**config.mk**
```make
export PLATFORM = sky130hd
export DESIGN_NAME = fe_decode_stage
export DESIGN_NICKNAME = d
export VERILOG_FILES = /design/src/rtl/fe_decode_stage.sv
export SDC_FILE = /design/constraint.sdc
export NUM_CORES = 1
export LEC_CHECK = 0
export ABC_AREA = 1
export BUFFER_PORTS_ARGS = -buffer_cell sky130_fd_sc_hd__buf_2
export CORE_ASPECT_RATIO = 0.5
export CORE_UTILIZATION = 45
export CTS_BUF_LIST = sky130_fd_sc_hd__clkbuf_8 sky130_fd_sc_hd__clkbuf_16
export CTS_CLUSTER_SIZE = 30
export DETAILED_ROUTE_END_ITERATION = 6
export PLACE_DENSITY = 0.81
export SYNTH_ARGS = -nofsm -noshare
export SYNTH_HDL_FRONTEND = slang
export SYNTH_SLANG_ARGS = --single-unit
```
**constraint.sdc**
```tcl
create_clock -name clk_i -period 1.2 [get_ports clk_i]
set_input_delay 0.18 -clock clk_i [delete_from_list [all_inputs] [get_ports clk_i]]
set_output_delay 0.18 -clock clk_i [all_outputs]
set_load 0.02 [all_outputs]
```
**src/rtl/fe_decode_stage.sv**
```systemverilog
// fe_decode_stage: front-end decode stage between the fetch queue and the issue logic.
// One 16-bit Thumb-style instruction per cycle is accepted over valid/ready. Its
// microcode word is looked up combinationally on instr[15:6]. The word is registered
// together with the raw instruction, PC, sequence tag and illegal flag, and then
// presented downstream over valid/ready.
//
// Handshake rules, on both sides: a beat transfers on a rising edge where valid and
// ready are both high. While valid is high and ready is low, the sender holds valid
// and every payload field stable.
//
// Build option FE_DECODE_SKID_EN:
//   defined   -> 2-entry main+skid buffer; fetch_ready_o is purely registered.
//   undefined -> single output register; fetch_ready_o looks through issue_ready_i.

package fe_decode_pkg;

    localparam int UCODE_WIDTH_P = 16;

    // Microcode word layout: {unit[3:0], func[3:0], imm_sel[2:0], wr_rd, set_flags,
    // mem_rd, mem_wr, branch}. Every legal row has a non-zero unit, so an all-zero
    // word can only mean "no match".
    localparam logic [3:0] UNIT_ALU = 4'h1;
    localparam logic [3:0] UNIT_LSU = 4'h2;
    localparam logic [3:0] UNIT_BRU = 4'h3;

    localparam logic [3:0] FN_ADD = 4'h0;
    localparam logic [3:0] FN_SUB = 4'h1;
    localparam logic [3:0] FN_LSL = 4'h2;
    localparam logic [3:0] FN_LSR = 4'h3;
    localparam logic [3:0] FN_ASR = 4'h4;
    localparam logic [3:0] FN_MOV = 4'h5;
    localparam logic [3:0] FN_AND = 4'h6;
    localparam logic [3:0] FN_EOR = 4'h7;
    localparam logic [3:0] FN_ORR = 4'h8;
    localparam logic [3:0] FN_MVN = 4'h9;
    localparam logic [3:0] FN_BAL = 4'h0;
    localparam logic [3:0] FN_BCC = 4'h1;

    localparam logic [2:0] IMM_NONE  = 3'd0;
    localparam logic [2:0] IMM_5     = 3'd1;
    localparam logic [2:0] IMM_3     = 3'd2;
    localparam logic [2:0] IMM_8     = 3'd3;
    localparam logic [2:0] IMM_SP7   = 3'd4;
    localparam logic [2:0] IMM_OFF8  = 3'd5;
    localparam logic [2:0] IMM_OFF11 = 3'd6;
    localparam logic [2:0] IMM_PC8   = 3'd7;

    // Flag groups: {wr_rd, set_flags, mem_rd, mem_wr, branch}
    localparam logic [4:0] FL_NONE     = 5'b00000;
    localparam logic [4:0] FL_WR_FLAGS = 5'b11000;
    localparam logic [4:0] FL_FLAGS    = 5'b01000;
    localparam logic [4:0] FL_LOAD     = 5'b10100;
    localparam logic [4:0] FL_STORE    = 5'b00010;
    localparam logic [4:0] FL_BRANCH   = 5'b00001;

    localparam logic [UCODE_WIDTH_P-1:0] UC_LSL_IMM  = {UNIT_ALU, FN_LSL, IMM_5,     FL_WR_FLAGS};
    localparam logic [UCODE_WIDTH_P-1:0] UC_LSR_IMM  = {UNIT_ALU, FN_LSR, IMM_5,     FL_WR_FLAGS};
    localparam logic [UCODE_WIDTH_P-1:0] UC_ASR_IMM  = {UNIT_ALU, FN_ASR, IMM_5,     FL_WR_FLAGS};
    localparam logic [UCODE_WIDTH_P-1:0] UC_ADD_REG  = {UNIT_ALU, FN_ADD, IMM_NONE,  FL_WR_FLAGS};
    localparam logic [UCODE_WIDTH_P-1:0] UC_SUB_REG  = {UNIT_ALU, FN_SUB, IMM_NONE,  FL_WR_FLAGS};
    localparam logic [UCODE_WIDTH_P-1:0] UC_ADD_IMM3 = {UNIT_ALU, FN_ADD, IMM_3,     FL_WR_FLAGS};
    localparam logic [UCODE_WIDTH_P-1:0] UC_SUB_IMM3 = {UNIT_ALU, FN_SUB, IMM_3,     FL_WR_FLAGS};
    localparam logic [UCODE_WIDTH_P-1:0] UC_MOV_IMM  = {UNIT_ALU, FN_MOV, IMM_8,     FL_WR_FLAGS};
    localparam logic [UCODE_WIDTH_P-1:0] UC_CMP_IMM  = {UNIT_ALU, FN_SUB, IMM_8,     FL_FLAGS};
    localparam logic [UCODE_WIDTH_P-1:0] UC_ADD_IMM8 = {UNIT_ALU, FN_ADD, IMM_8,     FL_WR_FLAGS};
    localparam logic [UCODE_WIDTH_P-1:0] UC_SUB_IMM8 = {UNIT_ALU, FN_SUB, IMM_8,     FL_WR_FLAGS};
    localparam logic [UCODE_WIDTH_P-1:0] UC_AND      = {UNIT_ALU, FN_AND, IMM_NONE,  FL_WR_FLAGS};
    localparam logic [UCODE_WIDTH_P-1:0] UC_EOR      = {UNIT_ALU, FN_EOR, IMM_NONE,  FL_WR_FLAGS};
    localparam logic [UCODE_WIDTH_P-1:0] UC_ORR      = {UNIT_ALU, FN_ORR, IMM_NONE,  FL_WR_FLAGS};
    localparam logic [UCODE_WIDTH_P-1:0] UC_CMP_REG  = {UNIT_ALU, FN_SUB, IMM_NONE,  FL_FLAGS};
    localparam logic [UCODE_WIDTH_P-1:0] UC_MVN      = {UNIT_ALU, FN_MVN, IMM_NONE,  FL_WR_FLAGS};
    localparam logic [UCODE_WIDTH_P-1:0] UC_LDR_LIT  = {UNIT_LSU, FN_ADD, IMM_PC8,   FL_LOAD};
    localparam logic [UCODE_WIDTH_P-1:0] UC_STR_REG  = {UNIT_LSU, FN_ADD, IMM_NONE,  FL_STORE};
    localparam logic [UCODE_WIDTH_P-1:0] UC_LDR_REG  = {UNIT_LSU, FN_ADD, IMM_NONE,  FL_LOAD};
    localparam logic [UCODE_WIDTH_P-1:0] UC_STR_IMM  = {UNIT_LSU, FN_ADD, IMM_5,     FL_STORE};
    localparam logic [UCODE_WIDTH_P-1:0] UC_LDR_IMM  = {UNIT_LSU, FN_ADD, IMM_5,     FL_LOAD};
    localparam logic [UCODE_WIDTH_P-1:0] UC_ADD_SP   = {UNIT_ALU, FN_ADD, IMM_SP7,   FL_NONE};
    localparam logic [UCODE_WIDTH_P-1:0] UC_SUB_SP   = {UNIT_ALU, FN_SUB, IMM_SP7,   FL_NONE};
    localparam logic [UCODE_WIDTH_P-1:0] UC_BCOND    = {UNIT_BRU, FN_BCC, IMM_OFF8,  FL_BRANCH};
    localparam logic [UCODE_WIDTH_P-1:0] UC_B        = {UNIT_BRU, FN_BAL, IMM_OFF11, FL_BRANCH};

endpackage

module fe_decode_stage
    import fe_decode_pkg::*;
#(
    parameter int PC_WIDTH_P  = 16,
    parameter int SEQ_WIDTH_P = 6
) (
    input  logic                     clk_i,
    input  logic                     reset_i,
    input  logic                     flush_i,
    input  logic                     fetch_v_i,
    input  logic [15:0]              fetch_instr_i,
    input  logic [PC_WIDTH_P-1:0]    fetch_pc_i,
    output logic                     fetch_ready_o,
    output logic                     issue_v_o,
    input  logic                     issue_ready_i,
    output logic [UCODE_WIDTH_P-1:0] issue_ucode_o,
    output logic [15:0]              issue_instr_o,
    output logic [PC_WIDTH_P-1:0]    issue_pc_o,
    output logic [SEQ_WIDTH_P-1:0]   issue_seq_o,
    output logic                     issue_illegal_o
);

    typedef struct packed {
        logic [UCODE_WIDTH_P-1:0] ucode;
        logic [15:0]              instr;
        logic [PC_WIDTH_P-1:0]    pc;
        logic [SEQ_WIDTH_P-1:0]   seq;
        logic                     illegal;
    } op_t;

    logic [9:0]               rom_addr;
    logic [UCODE_WIDTH_P-1:0] rom_word;
    op_t                      in_op;
    op_t                      main_q;
    logic                     main_v_q;
    logic [SEQ_WIDTH_P-1:0]   seq_q;
    logic                     accept;
    logic                     issue;

    assign rom_addr = fetch_instr_i[15:6];

    // Microcode ROM: patterns are non-overlapping; unlisted encodings (including
    // UDF/SVC and the 32-bit BL prefix space) fall to the all-zero default row.
    always_comb begin
        rom_word = '0;
        casez (rom_addr)
            10'b00000_?????: rom_word = UC_LSL_IMM;
            10'b00001_?????: rom_word = UC_LSR_IMM;
            10'b00010_?????: rom_word = UC_ASR_IMM;
            10'b0001100_???: rom_word = UC_ADD_REG;
            10'b0001101_???: rom_word = UC_SUB_REG;
            10'b0001110_???: rom_word = UC_ADD_IMM3;
            10'b0001111_???: rom_word = UC_SUB_IMM3;
            10'b00100_?????: rom_word = UC_MOV_IMM;
            10'b00101_?????: rom_word = UC_CMP_IMM;
            10'b00110_?????: rom_word = UC_ADD_IMM8;
            10'b00111_?????: rom_word = UC_SUB_IMM8;
            10'b0100000000:  rom_word = UC_AND;
            10'b0100000001:  rom_word = UC_EOR;
            10'b0100001100:  rom_word = UC_ORR;
            10'b0100001010:  rom_word = UC_CMP_REG;
            10'b0100001111:  rom_word = UC_MVN;
            10'b01001_?????: rom_word = UC_LDR_LIT;
            10'b0101000_???: rom_word = UC_STR_REG;
            10'b0101100_???: rom_word = UC_LDR_REG;
            10'b01100_?????: rom_word = UC_STR_IMM;
            10'b01101_?????: rom_word = UC_LDR_IMM;
            10'b101100000_?: rom_word = UC_ADD_SP;
            10'b101100001_?: rom_word = UC_SUB_SP;
            10'b1101_0?????: rom_word = UC_BCOND;
            10'b1101_10????: rom_word = UC_BCOND;
            10'b1101_110???: rom_word = UC_BCOND;
            10'b11100_?????: rom_word = UC_B;
            default:         rom_word = '0;
        endcase
    end

    // Bundle the incoming beat; the tag is the current sequence counter.
    always_comb begin
        in_op         = '0;
        in_op.ucode   = rom_word;
        in_op.instr   = fetch_instr_i;
        in_op.pc      = fetch_pc_i;
        in_op.seq     = seq_q;
        in_op.illegal = (rom_word == '0);
    end

    assign accept = fetch_v_i & fetch_ready_o & ~flush_i;
    assign issue  = main_v_q & issue_ready_i;

    // Sequence tag counter: advances once per accepted beat and wraps; flush leaves it alone.
    always_ff @(posedge clk_i) begin
        if (reset_i) begin
            seq_q <= '0;
        end else if (accept) begin
            seq_q <= seq_q + 1'b1;
        end
    end

`ifdef FE_DECODE_SKID_EN
    op_t  skid_q;
    logic skid_v_q;

    // Ready depends only on the skid slot, so there is no path from issue_ready_i.
    assign fetch_ready_o = ~skid_v_q;

    // Main+skid buffer: the skid slot catches a beat arriving while main is stalled,
    // and refills main on the edge that main issues.
    always_ff @(posedge clk_i) begin
        if (reset_i) begin
            main_v_q <= 1'b0;
            skid_v_q <= 1'b0;
            main_q   <= '0;
            skid_q   <= '0;
        end else if (flush_i) begin
            main_v_q <= 1'b0;
            skid_v_q <= 1'b0;
        end else if (issue) begin
            if (skid_v_q) begin
                main_q   <= skid_q;
                skid_v_q <= 1'b0;
            end else if (accept) begin
                main_q <= in_op;
            end else begin
                main_v_q <= 1'b0;
            end
        end else if (accept) begin
            if (main_v_q) begin
                skid_q   <= in_op;
                skid_v_q <= 1'b1;
            end else begin
                main_q   <= in_op;
                main_v_q <= 1'b1;
            end
        end
    end
`else
    // A full register can still take a beat when it is being drained this cycle.
    assign fetch_ready_o = ~main_v_q | issue_ready_i;

    // Single output register: load on accept (replacing an issuing op), clear on a bare issue.
    always_ff @(posedge clk_i) begin
        if (reset_i) begin
            main_v_q <= 1'b0;
            main_q   <= '0;
        end else if (flush_i) begin
            main_v_q <= 1'b0;
        end else if (accept) begin
            main_v_q <= 1'b1;
            main_q   <= in_op;
        end else if (issue) begin
            main_v_q <= 1'b0;
        end
    end
`endif

    assign issue_v_o       = main_v_q;
    assign issue_ucode_o   = main_q.ucode;
    assign issue_instr_o   = main_q.instr;
    assign issue_pc_o      = main_q.pc;
    assign issue_seq_o     = main_q.seq;
    assign issue_illegal_o = main_q.illegal;

endmodule

```
# ---- After elaboration in Yosys (flattened, before gate mapping)
# Cells that the tools add are included.
dict set report word_totals {
  reg_bits 62
  word_cells 49
}
dict set report op_classes {
  n_addsub 1
  n_eq_ne 26
  mux 3
  bitwise 6
  n_reduce_logical 6
}
# operator count
set ops {}
lappend ops {{14-bit one-hot mux with 25 select lines} 1}
lappend ops {{10-bit by 9-bit equality test with 1-bit output (second input constant)} 5}
lappend ops {{7-bit by 4-bit equality test with 1-bit output (second input constant)} 4}
lappend ops {{5-bit by 3-bit equality test with 1-bit output (second input constant)} 4}
lappend ops {{9-bit equality test (second input constant)} 2}
lappend ops {{16-bit logical NOT} 1}
lappend ops {{5-bit by 4-bit equality test with 1-bit output (second input constant)} 3}
lappend ops {{7-bit by 6-bit equality test with 1-bit output (second input constant)} 2}
lappend ops {{5-bit equality test (second input constant)} 2}
lappend ops {{7-bit equality test (second input constant)} 1}
lappend ops {{6-bit by 1-bit adder with 6-bit output (second input constant)} 1}
lappend ops {{6-bit equality test (second input constant)} 1}
lappend ops {{5-bit by 1-bit equality test with 1-bit output (second input constant)} 1}
lappend ops {{5-bit by 2-bit equality test with 1-bit output (second input constant)} 1}
lappend ops {{5-bit logical NOT} 1}
lappend ops {{1-bit AND} 3}
lappend ops {{3-bit OR reduction} 1}
lappend ops {{1-bit two-way mux} 2}
lappend ops {{1-bit inverter} 2}
lappend ops {{2-bit AND reduction} 1}
lappend ops {{2-bit nonzero test} 1}
lappend ops {{2-bit OR reduction} 1}
lappend ops {{1-bit bitwise OR} 1}

# ---- Longest topological paths before layout
# Gate-level depths: netlist (run 1).
dict set report depth {
  ltp_word 5
  ltp_mapped 12
}

# ---- Worst setup path before layout (run 1)
# OpenSTA, ideal clock, no wires.
dict set report synth_timing {
  path_kind {register -> register}
  start {register main_v_q, in the netlist issue_v_o}
  end {register main_q (netlist bit issue_ucode_o[9])}
  arrival_time_ps 1307
  slack_ps -223
  stages_incl_launch_ff 10
  n_path_buf 1
  period_less_slack_ps 1423
  cell_sequence {dfxtp_1 inv_1 nor2_1 inv_1 nand3_2 inv_2 buf_2 o211ai_1 o211ai_1 inv_1}
}
dict set report synth_via {
  elab_chain_cells 5
}
# element line
set synth_lines {}
lappend synth_lines {{from (decl)} 118} ;# logic main_v_q;
lappend synth_lines {{from (signal assigned)} 227} ;# main_v_q <= 1'b0;
lappend synth_lines {{from (signal assigned)} 230} ;# main_v_q <= 1'b0;
lappend synth_lines {{from (signal assigned)} 232} ;# main_v_q <= 1'b1;
lappend synth_lines {{1-bit inverter} 222} ;# assign fetch_ready_o = ~main_v_q | issue_ready_i;
lappend synth_lines {{1-bit bitwise OR} 222}
lappend synth_lines {{named net fetch_ready_o} 96} ;# output logic fetch_ready_o,
lappend synth_lines {{1-bit AND (2 in series)} 171} ;# assign accept = fetch_v_i & fetch_ready_o & ~flush_i;
lappend synth_lines {{2-bit AND reduction (no line)} -}
lappend synth_lines {{to (signal assigned)} 233} ;# main_q <= in_op;
lappend synth_lines {{to (decl)} 117} ;# op_t main_q;
# The timed path passes the listed nets, and every way through them passes these cells.
# A chain may end at the register's enable or synchronous reset.

# ---- Worst setup path in the final report (run 1)
dict set report layout_timing {
  start {register main_v_q, in the netlist issue_v_o}
  end {register main_q (netlist bit issue_ucode_o[1])}
}
dict set report layout_via {
  elab_chain_cells 5
}
# element line
set layout_lines {}
lappend layout_lines {{1-bit inverter} 222}
lappend layout_lines {{1-bit bitwise OR} 222}
lappend layout_lines {{1-bit AND (2 in series)} 171}
lappend layout_lines {{2-bit AND reduction (no line)} -}
# Every way passes these cells.

==> results.py, run 1 <==
metrics = {
    "detailed_routing": {
        "vias": 2867,
        "routedWlPerCell_um": 12.7,
        "vias_per_cell": 4.92,
        "drt_iter0_markers": 154,
        "drc": 0,
        "ant_nets": 0,
        "drt-pass1-iter-count": 5,
        "drt-total-wl_um": 7410,
    },
    "global_route": {
        "antenna_found_initial": 0,
        "grt_max_degree": 20,
        "grt_use_total_pct": 24.5,
        "grt_busiest_layer": "met2",
        "grt_pass1_vias": 2763,
        "grt_use_met2_pct": 43.5,
        "met1_usage_pct": 28.5,
        "grt_overflow_total": 0,
        "grt_pass1_wl_um": 12200,
        "gr-usage-met3_pct": 7.99,
    },
    "status": {
        "status": "finished with violations",
        "violations": "setup timing",
    },
    "synth": {
        "avgSynthCellArea_sq_um": 7.06,
        "syn_inst": 377,
        "synthMuxAreaShare_pct": 0,
        "synth-seq-cells": 60,
        "ys_warn_count": 0,
        "synth-xor-area-share_pct": 0,
        "netlist_area_sq_um": 2660,
        "synth_fa_ha_area_share_pct": 0.470,
        "ys_seq_area_share_pct": 45.1,
        "yosys.cell_types.count": 30,
        "synth_compound_area_share_pct": 16.0,
        "yosys.area_share.simple_pct": 28.6,
        "synth_top_family_by_area": "simple AND/OR/NAND/NOR gates",
    },
    "cts": {
        "path_clk_slew_ps": 50,
        "cts_buffers": 9,
        "hold_buffers": 0,
        "root_buffer": "clkbuf_16",
        "cts-htree-levels": 3,
        "cts.sinks": 60,
        "clk_path_buf_depth": 2,
        "cts_tree": "done",
        "clk_latency_ps": 320,
    },
    "die": {
        "io_pins": 94,
        "core_area_sq_um": 5590,
        "die_w_um": 111,
        "dieArea_sq_um": 6250,
        "rows": 19,
        "die_h_um": 56.4,
        "start_util_pct": 47.7,
    },
    "timing": {
        "period_share_pct": 111,
        "fin_skew_ps": 5.62,
        "slew_viol_final": 0,
        "post-route-min-period_ps": 1330,
        "worst_slack_ps": -130,
        "rsz0062_at_grt": "yes",
        "fmax_mhz": 752,
        "hold_viol_final": 0,
        "setup_violations": 34,
    },
    "finish": {
        "fin_util_pct": 71.3,
        "nets": 544,
        "syn2layout_area_growth_pct": 49.7,
        "antenna_cells": 0,
        "layout-drive-gt1-share_pct": 40.6,
        "final_area_sq_um": 3990,
    },
    "critical_path": {
        "crit_type": "register to register",
        "worstPathRequired_ps": 1410,
        "critPathLaunchType": "register",
        "slowest_stage": "dfxtp_4",
        "path_cells": "inv_2 > nor2_2 > inv_2 > nand3_4 > clkinv_8 > buf_6 > nor2_1 > nor2_1 > o21ai_1 > inv_1",
        "cpPeakStageDelay_ps": 340,
        "critPathTopFamily": "buffers and inverters",
        "crit_arrival_ps": 1540,
        "critPathCaptureType": "register",
        "cp_num_buf_inv": 5,
        "worstPathMaxFanout": 8,
    },
    "min_path": {
        "hold_path.class": "input pin to register",
    },
    "placement": {
        "dpl-instance-area_sq_um": 3490,
        "dp_hpwl_um": 5260,
        "numPortBuffers": 91,
        "place.gp.congestion": 0.889,
    },
    "run": {
        "drv_cap": 0,
    },
    "power_and_ir_drop": {
        "p_total_mw": 5.82,
        "powerDensity_nw_per_um2": 1460,
        "peakVddDrop_mv": 1.08,
        "power.leakage_nw": 1.97,
    },
}
-- Yosys cell counts, drive strengths merged --
cell	instances	area share, %
a211oi	2	0.56
a21oi	17	3.3
a31oi	1	0.24
a41oi	1	0.33
buf	12	2.9
clkbuf	9	1.3
conb	1	0.14
dfxtp	60	45
ha	1	0.47
inv	38	5.5
nand2	32	5.1
nand3	20	4.1
nand4	3	0.70
nor2	110	16
nor3	9	1.7
nor3b	2	0.56
o211ai	6	1.7
o21ai	51	9.6
o31ai	1	0.28
or2	1	0.24
-- layout make-up --
type / instances / area, sq um
sequential: 60 / 1200
fill: 442 / 1600
clock inverter: 5 / 77.6
tap: 73 / 91.3
clock buffer: 10 / 239
inverter: 38 / 158
multi-input combinational: 259 / 1330
timing repair buffer: 138 / 886
-- per-stage QoR --
stage	setup TNS [ps]	setup WS, ps	hold WS, ps	instances
finish	-1270	-130	32.5	583
global route	-6350	-208	22.0	583
CTS	-707	-83.3	25.2	581
detailed placement	-1620	-171	361	566
global placement	-1150	-148	357	566
floorplan	-197	-12.2	249	378
-- registers in the layout, indices dropped and copies added (netlist names) --
register / count
issue_pc_o: 16
issue_v_o: 1
issue_illegal_o: 1
issue_seq_o: 6
seq_q: 6
issue_instr_o: 16
issue_ucode_o: 14
-- cell families after synthesis --
family | Yosys count
other cells | 1
flops | 60
fa+ha+maj | 1
simple gates | 177
buf+inv | 59
compound gates | 79
-- placed cells by master (no fill, tap or decap), drive strengths merged --
| cell type | n |
|---|---|
| dfxtp | 60 |
| o21ai | 51 |
| nor2 | 110 |
| nand4 | 3 |
| nor3 | 9 |
| clkinv | 3 |
| o211ai | 6 |
| bufinv | 2 |
| ha | 1 |
| or2 | 1 |
| inv | 38 |
| a31oi | 1 |
| a41oi | 1 |
| a211oi | 2 |
| conb | 2 |
| o31ai | 1 |
| nand2 | 32 |
| clkbuf | 10 |
| a21oi | 17 |
| nand3 | 20 |
| nor3b | 2 |
| buf | 138 |
-- worst register-to-register path: cells and delay by family, from the launching register on --
kind	cells	cell delay, ps
buffers and inverters	5	420
AND/OR/NAND/NOR	4	370
flip-flops	1	340
AO/OA/AOI/OAI	1	90
-- report_power, final --
group	internal [mW]	switching, mW	leakage [nW]
clock network	1.85	0.834	0.160
logic	0.377	0.564	1.32
registers	2.12	0.0703	0.494
-- per-layer routing --
layer | vias up | share of wire, %
met4 | 0 | 1.2
li1 | 1474 | -
met1 | 1296 | 44
met3 | 10 | 4.9
met5 | - | 0
met2 | 87 | 50
-- worst paths after layout --
path / startpoint / end / slack, ps / cells past startpoint
max: issue_v_o$_SDFFE_PP0P_ / issue_ucode_o[1]$_SDFFE_PP0P_ / -130 / 10
min: flush_i / issue_v_o$_SDFFE_PP0P_ / 30 / 2
max reg2reg: issue_v_o$_SDFFE_PP0P_ / issue_ucode_o[1]$_SDFFE_PP0P_ / -130 / 10
min reg2reg: issue_pc_o[10]$_SDFFE_PP0P_ / issue_pc_o[10]$_SDFFE_PP0P_ / 470 / 2
-- repair_timing --
action                                 CTS  global route
pin swaps                                1             2
setup buffers                            1             2
setup endpoints to repair               37            59
endpoints found under the hold margin    0             0
gates resized for setup                 35            41
cloned                                   0             0
Power figures use the tool's default switching activity.
==> inputs of run 2 (changes only) <==
--- a/config.mk
+++ b/config.mk
@@ -7,12 +7,15 @@
 export LEC_CHECK = 0
 export ABC_AREA = 1
 export BUFFER_PORTS_ARGS = -buffer_cell sky130_fd_sc_hd__buf_2
+export CELL_PAD_IN_SITES_DETAIL_PLACEMENT = 1
+export CELL_PAD_IN_SITES_GLOBAL_PLACEMENT = 1
 export CORE_ASPECT_RATIO = 0.5
-export CORE_UTILIZATION = 45
+export CORE_UTILIZATION = 31
 export CTS_BUF_LIST = sky130_fd_sc_hd__clkbuf_8 sky130_fd_sc_hd__clkbuf_16
 export CTS_CLUSTER_SIZE = 30
 export DETAILED_ROUTE_END_ITERATION = 6
-export PLACE_DENSITY = 0.81
+export PLACE_DENSITY_LB_ADDON = 0.1
+export SLEW_MARGIN = 20
 export SYNTH_ARGS = -nofsm -noshare
 export SYNTH_HDL_FRONTEND = slang
 export SYNTH_SLANG_ARGS = --single-unit
==> run 2 against run 1 <==
Net effect: the flow still finishes with violations (setup timing); power is 2.9% higher; register-to-register slack better by 30 ps; sequential share of layout area is 0.43 points lower; non-clock buffer count is 6 higher; critical path type unchanged; largest power group unchanged; via count is 3.0% higher.
==> results.py, run 2 (synthesis results as in run 1) <==
metrics = {
    "global_route": {
        "grt_max_degree": 24,
        "grt_use_total_pct": 21.2,
        "antenna_found_initial": 0,
        "grt_pass1_wl_um": 14600,
        "grt_pass1_vias": 3035,
        "grt_overflow_total": 0,
    },
    "die": {
        "io_pins": 94,
        "die_w_um": 133,
        "rows": 23,
        "core_area_sq_um": 8170,
        "start_util_pct": 32.6,
        "dieArea_sq_um": 8990,
        "die_h_um": 67.5,
    },
    "timing": {
        "setup_violations": 43,
        "slew_viol_final": 0,
        "rsz0062_at_grt": "yes",
        "fmax_mhz": 772,
        "period_share_pct": 108,
        "fin_skew_ps": 5.50,
        "worst_slack_ps": -95.0,
        "hold_viol_final": 0,
        "post-route-min-period_ps": 1290,
    },
    "power_and_ir_drop": {
        "p_seq_share_pct": 36.5,
        "powerDensity_nw_per_um2": 1480,
        "switching_power_mw": 1.55,
        "power_frac_comb_pct": 15.9,
        "p_sw_share_pct": 25.9,
        "peakVddDrop_mv": 0.656,
        "clkPwrFrac_pct": 47.6,
        "intPower_mw": 4.43,
        "power.leakage_nw": 1.98,
    },
    "detailed_routing": {
        "vias": 2954,
        "vias_per_cell": 4.70,
        "drc": 0,
        "routedWlPerCell_um": 14.4,
        "drt-pass1-iter-count": 4,
        "drt_iter0_markers": 112,
        "drt-total-wl_um": 9060,
        "ant_nets": 0,
    },
    "cts": {
        "clk_path_buf_depth": 2,
        "clk_latency_ps": 320,
        "cts_buffers": 9,
        "path_clk_slew_ps": 50,
        "root_buffer": "clkbuf_16",
        "hold_buffers": 0,
        "cts_tree": "done",
        "cts.sinks": 60,
        "cts-htree-levels": 3,
    },
    "critical_path": {
        "worstPathMaxFanout": 7,
        "slowest_stage": "dfxtp_4",
        "critPathLaunchType": "register",
        "crit_arrival_ps": 1540,
        "cpPeakStageDelay_ps": 340,
        "crit_type": "register to register",
        "critPathCaptureType": "register",
        "worstPathRequired_ps": 1450,
        "path_cells": "inv_2 > nor2_2 > inv_2 > nand3_4 > buf_4 > buf_4 > nor2_2 > inv_1 > a21oi_1",
    },
    "status": {
        "violations": "setup timing",
        "status": "finished with violations",
    },
    "placement": {
        "place.gp.congestion": 0.992,
        "placed_cells": 609,
        "numPortBuffers": 91,
        "dp_worst_setup_slack_ps": -192,
        "dpl-instance-area_sq_um": 3570,
        "dp_hpwl_um": 6830,
    },
    "finish": {
        "layout-drive-gt1-share_pct": 39.5,
        "antenna_cells": 0,
        "final_common_cell": "nor2_1",
        "syn2layout_area_growth_pct": 52.2,
        "fin_cells": 629,
        "final_cell_mix": "99 x nor2_1, 90 x buf_2, 57 x dfxtp_1",
        "final_area_sq_um": 4050,
        "fillers": 1052,
        "nets": 550,
    },
    "min_path": {
        "hold_path.class": "input pin to register",
    },
    "run": {
        "drv_cap": 0,
    },
}
[run 2: cell types whose count changed in the layout (fill, tap and decap cells not counted), moves of 2 or more]
cell	previous run	this run
o21ai_0	7	20
o21ai_2	15	3
buf_4	37	47
nor2_1	95	99
buf_6	6	3
nor2_2	13	10
a21oi_1	15	13
a21oi_2	2	4
dfxtp_1	59	57
dfxtp_2	0	2
[run 2: what timing repair did]
item / 4_1_cts / 5_1_grt
cloned: 1 / 0
gates resized for setup: 25 / 15
buffers inserted: 1 / 2
setup endpoints to repair: 47 / 60
[run 2: layer usage]
| metal | part of all wire, % | track usage [%] |
|---|---|---|
| met4 | 1.6 | 7.76 |
| met3 | 4.3 | 5.71 |
| met5 | 0 | 0 |
| met1 | 47 | 26.0 |
| met2 | 47 | 36.6 |
[run 2: path summary, 6_finish.rpt]
path / endpoint / depth (start not counted) / start / slack, ps
worst max register to register: seq_q[0]$_SDFFE_PP0P_ / 9 / issue_v_o$_SDFFE_PP0P_ / -90
worst min register to register: issue_instr_o[13]$_SDFFE_PP0P_ / 2 / issue_instr_o[13]$_SDFFE_PP0P_ / 480
worst max-delay path: seq_q[0]$_SDFFE_PP0P_ / 9 / issue_v_o$_SDFFE_PP0P_ / -90
worst min-delay path: issue_v_o$_SDFFE_PP0P_ / 2 / flush_i / 40
[run 2: critical path, delay by kind of cell (launching register included)]
family                 cells  cell delay (ps)
AO/OA/AOI/OAI              1              120
buffers and inverters      5              490
flip-flops                 1              340
AND/OR/NAND/NOR            3              280
[run 2: area by class of cell]
| type | instances | area [sq um] | share of cell area [%] |
|---|---|---|---|
| clock inverter | 6 | 86.3 | 2.13 |
| inverter | 38 | 153 | 3.77 |
| multi-input combinational | 259 | 1290 | 31.8 |
| timing repair buffer | 144 | 925 | 22.8 |
| sequential | 60 | 1210 | 29.8 |
| clock buffer | 10 | 250 | 6.18 |
| tap | 112 | 140 | 3.46 |
[run 2: per-stage QoR]
stage	util [%]	hold WS, ps	total power [mW]	TNS [ps]
2_1_floorplan	-	249	2.73	-197
3_3_place_gp	43.6	356	3.09	-1780
3_5_place_dp	43.6	366	3.12	-3260
4_1_cts	48.9	23.0	6.03	-1570
5_1_grt	49.6	33.0	6.26	-5750
6_report	49.6	35.9	5.98	-1590
[run 2: power groups by stage]
stage / Sequential [mW] / Combinational [mW] / Clock (mW)
floorplan: 2.37 / 0.368 / 0
global placement: 2.22 / 0.878 / 0
detailed placement: 2.22 / 0.900 / 0
CTS: 2.19 / 0.945 / 2.90
global route: 2.20 / 1.04 / 3.02
finish: 2.19 / 0.950 / 2.85
